$ cat src/rtl/sid_spi_bus.sv
// sid_spi_bus
//   Bridges spi_slave to sid. Received SPI bytes are decoded as a two-byte
//   write protocol (header 1AAAAADD, then data 0xDDDDDD). Each completed write
//   {addr, data} is queued in a FIFO. At most one entry is issued to the SID
//   per 1 MHz CLKen tick, so burst SPI traffic reaches the SID at bus rate.
//
//   Optional build macro: SID_BUS_STATUS_EN
//     defined   : LEVEL, OVF and ERR are live.
//     undefined : LEVEL, OVF and ERR are tied to 0 and no flag logic is built.
//
// Parameters
//   DEPTH  FIFO entries (power of 2, >= 2)
//   AW     log2(DEPTH)
//
// Ports
//   CLK        in   system clock (12 MHz)
//   RSTn       in   asynchronous active-low reset
//   SPI_DATA   in   [7:0] byte from spi_slave, valid when SPI_RECV=1
//   SPI_RECV   in   1-cycle strobe qualifying SPI_DATA
//   CLKen      in   1 MHz enable from sid_clk
//   WR         out  1-cycle write strobe to sid (registered)
//   ADDR       out  [4:0] SID register address, held between writes
//   DATAW      out  [7:0] SID write data, held between writes
//   LEVEL      out  [AW:0] FIFO occupancy 0..DEPTH
//   OVF        out  sticky: completed write dropped on a full FIFO
//   ERR        out  sticky: data byte received with no header latched
//   DBG_STATE  out  decoder state (0 = HDR_WAIT, 1 = DATA_WAIT)
//
// Handshake: SPI_RECV is a qualifier-only strobe (no back-pressure); a byte
//   is consumed on every cycle SPI_RECV=1. WR is a single-cycle strobe with
//   ADDR/DATAW valid in the same cycle; the SID has no ready.

module sid_spi_bus #(
  parameter int DEPTH = 16,
  parameter int AW    = 4
) (
  input  logic          CLK,
  input  logic          RSTn,
  input  logic [7:0]    SPI_DATA,
  input  logic          SPI_RECV,
  input  logic          CLKen,
  output logic          WR,
  output logic [4:0]    ADDR,
  output logic [7:0]    DATAW,
  output logic [AW:0]   LEVEL,
  output logic          OVF,
  output logic          ERR,
  output logic          DBG_STATE
);

  localparam int              EW       = 13;
  localparam logic [AW:0]     LP_DEPTH = (AW+1)'(DEPTH);

  typedef enum logic {
    HDR_WAIT  = 1'b0,
    DATA_WAIT = 1'b1
  } dec_state_t;

  dec_state_t       r_state, w_state_next;
  logic [4:0]       r_hdr_addr;
  logic [1:0]       r_hdr_msb;
  logic             w_hdr_load;
  logic             w_push;
  logic             w_proto_err;
  logic [EW-1:0]    w_push_entry;

  logic [EW-1:0]    r_mem [DEPTH];
  logic [AW-1:0]    r_wr_ptr, r_rd_ptr;
  logic [AW:0]      r_count;
  logic             w_full, w_empty, w_pop, w_push_ok, w_drop;

  logic             r_wr;
  logic [4:0]       r_addr;
  logic [7:0]       r_dataw;

  // Decoder: advances only on SPI_RECV
  always_ff @(posedge CLK or negedge RSTn) begin
    if (!RSTn) begin
      r_state    <= HDR_WAIT;
      r_hdr_addr <= '0;
      r_hdr_msb  <= '0;
    end else begin
      r_state <= w_state_next;
      if (w_hdr_load) begin
        r_hdr_addr <= SPI_DATA[6:2];
        r_hdr_msb  <= SPI_DATA[1:0];
      end
    end
  end

  always_comb begin
    w_state_next = r_state;
    w_hdr_load   = 1'b0;
    w_push       = 1'b0;
    w_proto_err  = 1'b0;
    if (SPI_RECV) begin
      case (r_state)
        HDR_WAIT: begin
          if (SPI_DATA[7]) begin
            w_hdr_load   = 1'b1;
            w_state_next = DATA_WAIT;
          end else begin
            w_proto_err  = 1'b1;
          end
        end
        DATA_WAIT: begin
          if (SPI_DATA[7]) begin
            // A new header simply replaces the pending one.
            w_hdr_load   = 1'b1;
          end else begin
            w_push       = 1'b1;
            w_state_next = HDR_WAIT;
          end
        end
        default: w_state_next = HDR_WAIT;
      endcase
    end
  end

  // Bit 6 of the data byte is intentionally not part of the entry.
  assign w_push_entry = {r_hdr_addr, r_hdr_msb, SPI_DATA[5:0]};

  // FIFO control
  assign w_full    = (r_count == LP_DEPTH);
  assign w_empty   = (r_count == '0);
  // The !r_wr term keeps WR from ever being high two cycles in a row,
  // even if CLKen is held high.
  assign w_pop     = CLKen && !w_empty && !r_wr;
  // When full, a simultaneous pop frees the slot the push lands in.
  assign w_push_ok = w_push && (!w_full || w_pop);
  assign w_drop    = w_push && w_full && !w_pop;

  always_ff @(posedge CLK) begin
    if (w_push_ok) r_mem[r_wr_ptr] <= w_push_entry;
  end

  always_ff @(posedge CLK or negedge RSTn) begin
    if (!RSTn) begin
      r_wr_ptr <= '0;
      r_rd_ptr <= '0;
      r_count  <= '0;
    end else begin
      if (w_push_ok) r_wr_ptr <= r_wr_ptr + AW'(1);
      if (w_pop)     r_rd_ptr <= r_rd_ptr + AW'(1);
      case ({w_push_ok, w_pop})
        2'b10:   r_count <= r_count + (AW+1)'(1);
        2'b01:   r_count <= r_count - (AW+1)'(1);
        default: r_count <= r_count;
      endcase
    end
  end

  // Issue stage: WR and the bus follow the pop by one cycle
  always_ff @(posedge CLK or negedge RSTn) begin
    if (!RSTn) begin
      r_wr    <= 1'b0;
      r_addr  <= '0;
      r_dataw <= '0;
    end else begin
      r_wr <= w_pop;
      if (w_pop) begin
        {r_addr, r_dataw} <= r_mem[r_rd_ptr];
      end
    end
  end

  assign WR        = r_wr;
  assign ADDR      = r_addr;
  assign DATAW     = r_dataw;
  assign DBG_STATE = r_state;

`ifdef SID_BUS_STATUS_EN
  logic r_ovf, r_err;

  always_ff @(posedge CLK or negedge RSTn) begin
    if (!RSTn) begin
      r_ovf <= 1'b0;
      r_err <= 1'b0;
    end else begin
      if (w_drop)      r_ovf <= 1'b1;
      if (w_proto_err) r_err <= 1'b1;
    end
  end

  assign LEVEL = r_count;
  assign OVF   = r_ovf;
  assign ERR   = r_err;
`else
  logic w_unused_status;
  assign w_unused_status = w_drop | w_proto_err;
  assign LEVEL = '0;
  assign OVF   = 1'b0;
  assign ERR   = 1'b0;
`endif

endmodule

$ cat config.mk
export PLATFORM = sky130hd
export DESIGN_NAME = sid_spi_bus
export DESIGN_NICKNAME = d
export VERILOG_FILES = /design/src/rtl/sid_spi_bus.sv
export SDC_FILE = /design/constraint.sdc
export NUM_CORES = 1
export LEC_CHECK = 0
export ABC_AREA = 1
export CAP_MARGIN = 20
export CORE_MARGIN = 5
export CORE_UTILIZATION = 61
export DETAILED_ROUTE_END_ITERATION = 8
export GPL_TIMING_DRIVEN = 0
export PLACE_DENSITY_LB_ADDON = 0.15
export SLEW_MARGIN = 15
export SYNTH_ARGS = -nofsm -noshare
export SYNTH_HDL_FRONTEND = slang
export SYNTH_SLANG_ARGS = --single-unit
$ cat constraint.sdc
create_clock -name CLK -period 2.6 [get_ports CLK]
set_input_delay 0.52 -clock CLK [delete_from_list [all_inputs] [get_ports CLK]]
set_output_delay 0.52 -clock CLK [all_outputs]
set_load 0.01 [all_outputs]
== Word-level counts from Yosys, hierarchy flattened ==
Memories as Yosys holds them, arrays and structs flattened. A register that Yosys moved wholly into a read port is not among the register bits.
Index checks and enable logic that the tools add are counted.

* Multiply operators: 0
* Magnitude comparators: 0
* Div/mod/pow operators: 0
* Mux-type cells: 8
* Equality and inequality tests: 3
* $add $sub $neg: 4
* Shifts and indexed selects: 0
* Reductions and logical operators: 10
* Bitwise gates (word level): 0

{| class="wikitable"
|+ Operators by type and width
! operator !! count
|-
| 5-bit case mux with 2 select lines || 1
|-
| 4-bit by 1-bit adder with 4-bit output, second input constant || 2
|-
| 1-bit 2-to-1 mux || 7
|-
| 5-bit by 1-bit adder with 5-bit output, second input constant || 1
|-
| 5-bit == test, second input constant || 1
|-
| 5-bit logical NOT || 1
|-
| 5-bit by 1-bit subtractor with 5-bit output, second input constant || 1
|-
| 1-bit logical NOT || 4
|-
| 1-bit logical AND || 3
|-
| 2-bit by 1-bit == test with 1-bit output, second input constant || 1
|-
| 2-bit == test, second input constant || 1
|-
| 2-bit nonzero test || 1
|-
| 1-bit logical OR || 1
|}

* Bits of input ports: 12
* Flip-flop bits (word level): 22
* Latch bits: 0
* Bits in read-only memories: 0
* Memories: 1
* Bits in writable memories: 208

{| class="wikitable"
|+ Memory list
! memory !! words !! bits a word !! read ports !! clocked after Yosys merged registers in !! wr ports !! RTL line !! text
|-
| r_mem || 16 || 13 || 1 || 1 || 1 || 67 || <nowiki>logic [EW-1:0] r_mem [DEPTH];</nowiki>
|}

== Logic depth before layout (Yosys ltp) ==
* Depth after elaboration: 8
* Depth in mapped cells: 14
* Gate-level depth less buffers: 14

== Worst setup path before layout ==
OpenSTA, ideal clock, no wires.

* Path type: input to register
* From: input port SPI_RECV
* To: memory r_mem[11][0], enable pin
* Buffers on the path: 0
* Cell stages on the path: 6
* Setup time: 0.382 ns
* Data arrival time: 1.640 ns
* Path slack: 0.578 ns
* Path through: nand2_1 -> nor2_1 -> nand2_2 -> nor2_1 -> inv_1 -> nor2_1

* Word-level cells in the longest chain between the ends: 4

{| class="wikitable"
|+ Ends and longest elaborated chain
! item !! RTL line !! text
|-
| start: declaration || 40 || <nowiki>input logic SPI_RECV,</nowiki>
|-
| 1-bit 2-to-1 mux || 96 || <nowiki>if (SPI_RECV) begin</nowiki>
|-
| 1-bit logical AND || 130 || <nowiki>assign w_push_ok = w_push && (!w_full || w_pop);</nowiki>
|-
| 1-bit 2-to-1 mux || 134 || <nowiki>if (w_push_ok) r_mem[r_wr_ptr] <= w_push_entry;</nowiki>
|-
| 1-bit 2-to-1 mux (not written as such) || 134 ||
|-
| end: declaration || 67 ||
|}

No other way between the ends.

== Final worst setup path ==
* From: input port SPI_RECV
* To: memory r_mem[7][5], enable pin

The elaborated chain is that of the path after synthesis.

==> results.toml <==
[logic_synthesis]
synth-compound-area-share_pct = 0.516
avgSynthCellArea_um2 = 10.2
synth_xor_xnor_area_share_pct = 0.657
netlist_instances = 1041
ys_ff_latch = 243
ys.flop_type = "edfxtp_1"
synth_mux_area_share_pct = 0.740
seq_area_frac_synth_pct = 66.8
synthAdderAreaFrac_pct = 1.13
synth_async_sr_flop_share_pct = 14.4
yosys.area_share.simple_pct = 20.7
synth_area_um2 = 10700
synth_top_family_by_area = "simple AND/OR/NAND/NOR gates"
synth_cell_types = 24
synth-edff-count = 208
ys_warn_count = 0

[routing]
drt_iter0_markers = 786
vias_per_cell = 5.38
drc = 0
firstDrtPassIters = 8
wl_per_cell_um = 19.3
wirelength_mm = 26.1
antenna_left = 0
vias = 7297

[clocking]
cts_setup_buffers = 0
clockRootBuffer = "clkbuf_16"
cts_max_path_buffers = 3
cts_buffers = 24
cts_sinks = 243
cts.clk_slew.worst_paths_ps = 60
cts_tree = "yes"
clkLatencyLatePin_ps = 510
htreeDepth = 1

[place]
gp_congestion = 0.939
port_buffers = 26
dpl_worst_slack_ps = -435
dp_hpwl_mm = 17.2

[setup_path]
critPathMaxFanout = 13
worst_setup_path_end_kind = "flip-flop"
criticalPathCategory = "primary input to flip-flop"
cp-start-kind = "primary input"
cp.required_ps = 2730
cp.arrival_ps = 2570

[power_and_ir_drop]
switching_power_mw = 4.66
swShare_pct = 36.5
total_leakage_power_nw = 5.39
p_seq_share_pct = 38.1
p_total_mw = 12.8
internal_power_mw = 8.11
peakVddDrop_uv = 849
p_comb_share_pct = 34.6
p_clk_share_pct = 27.3
p_per_area_nw_per_um2 = 1050

[timing]
period_needed_ps = 2450
whs_ps = 446
rsz0062_at_grt = "false"
fin_crit_sh_pct = 94.1
fin_ws_ps = 154
fmax_ghz = 0.409
drv_slew = 0
slew_headroom_pct = 25.6
worst_slew_pin_slew_ps = 1110
skew_ps = 9.26
final-setup-viol-count = 0
hold_violations = 0

[final_layout]
synthToLayoutAreaGrowth_pct = 14.1
antenna_cells = 0
finalNetCount = 1135
mostFrequentLayoutCell = "nand2_1"
drive_gt1_share_pct = 9.28
most-common-layout-cells = "342 x nand2_1, 208 x edfxtp_1, 175 x inv_1, 163 x nand3_1, 35 x dfrtp_1"

[grt]
grt_antenna_before_repair = 0
busiest_layer = "met2"
grt_overflow = 0
gr-usage-met2_pct = 42.9
grt_max_degree = 26
gr-usage-met1_pct = 35.6
grt_pass1_vias = 6927
grt_usage_pct = 26.4
grt_pass1_wl_mm = 39.2
met3_usage_pct = 4.40

[floorplanning]
die-area_um2 = 20200
die_y_um = 142
start_util_pct = 61.8
die_w_um = 142
ios = 34
core_um2 = 17200
rows = 48

[job]
cap_violations = 0

[min_path]
hold_class = "primary input to async pin"

[status]
outcome = "complete, no violations"
==> cell families after synthesis <==
family | Yosys count
other | 1
adders and majority gates | 9
and+or+nand+nor | 531
muxes | 7
DFF | 243
AOI/OAI and AO/OA | 11
xor gates and xnor gates | 8
buffers and inverters | 231
==> worst max-delay path, cell delays in order <==
cell and delay, ps:
clkdlybuf4s50_1 480, nand2_1 60, nor2_1 180, nand2_2 120, nor2_1 170, inv_1 170, nor2_1 870
==> through the flow <==
stage | cells | TNS [ps] | util, % | area (µm²)
after CTS | 1352 | 0 | 70.3 | 12100
after global placement | 1298 | -83650 | 65.1 | 11200
after floorplan | 1047 | 0 | - | 10700
after detailed placement | 1307 | -48120 | 65.6 | 11300
after global routing | 1357 | 0 | 70.6 | 12200
final | 1357 | 0 | 70.6 | 12200
==> repair_timing <==
action                                  CTS  global route
resized for setup                         0             2
hold buffers                              1             0
endpoints found under the hold margin    10             0
endpoints found under the setup margin    0            19
==> layout make-up <==
class,instances,area [µm²]
inverter,180,678
buffer,51,320
tap,225,282
fill,1194,5070
timing repair buffer,41,398
clock buffer,34,669
multi-input combinational,573,2570
sequential,243,7120
clock inverter,10,126
==> registers in the layout (all words and copies together) (netlist names), 2 cells and up <==
register and count:
r_hdr_addr 5, r_hdr_msb 2, r_wr_ptr 4, DATAW 8
ADDR 5, r_count 5, r_mem 208, r_rd_ptr 4
==> cell usage after synthesis, types with 3 or more instances <==
master      n  area share, %
buf_2      19           0.89
a21oi_1     3           0.14
nor2_1     21           0.74
xor2_1      7           0.58
buf_6       8           0.85
nand2_1   342             12
mux2_2      7           0.74
o21ai_0     8           0.38
buf_4      12           0.85
nand2_2     3           0.18
dfrtp_1    35            8.2
inv_1     175            6.2
ha_1        8           0.94
clkbuf_1   12           0.42
inv_2       3           0.11
edfxtp_1  208             59
nand3_1   163            7.7
==> power by group through the flow <==
stage	Clock (mW)	Combinational [mW]	Sequential, mW
global route	3.69	4.81	4.89
floorplan	0	2.72	4.88
global placement	0	4.22	4.92
finish	3.49	4.42	4.86
detailed placement	0	4.31	4.93
CTS	3.51	4.35	4.86
==> path summary, 6_finish.rpt <==
path | start | to | slack [ps] | cells after the start
max reg2reg | r_count[1]$_DFFE_PN0P_ | r_mem[7][5]$_DFFE_PP_ | 260 | 8
min reg2reg | DATAW[1]$_DFFE_PN0P_ | DATAW[1]$_DFFE_PN0P_ | 480 | 2
min in group CLK | DATAW[1]$_DFFE_PN0P_ | DATAW[1]$_DFFE_PN0P_ | 480 | 2
max in group asynchronous | RSTn | r_hdr_addr[4]$_DFFE_PN0P_ | 1700 | 3
min | RSTn | ADDR[2]$_DFFE_PN0P_ | 450 | 2
max | SPI_RECV | r_mem[7][5]$_DFFE_PP_ | 150 | 7
==> per-layer routing <==
metal	vias up	routed length (µm)
met2	332	12300
met4	0	1300
met1	3424	10200
met5	-	0
li1	3472	-
met3	69	2350
(Power assumes the default switching activity.)
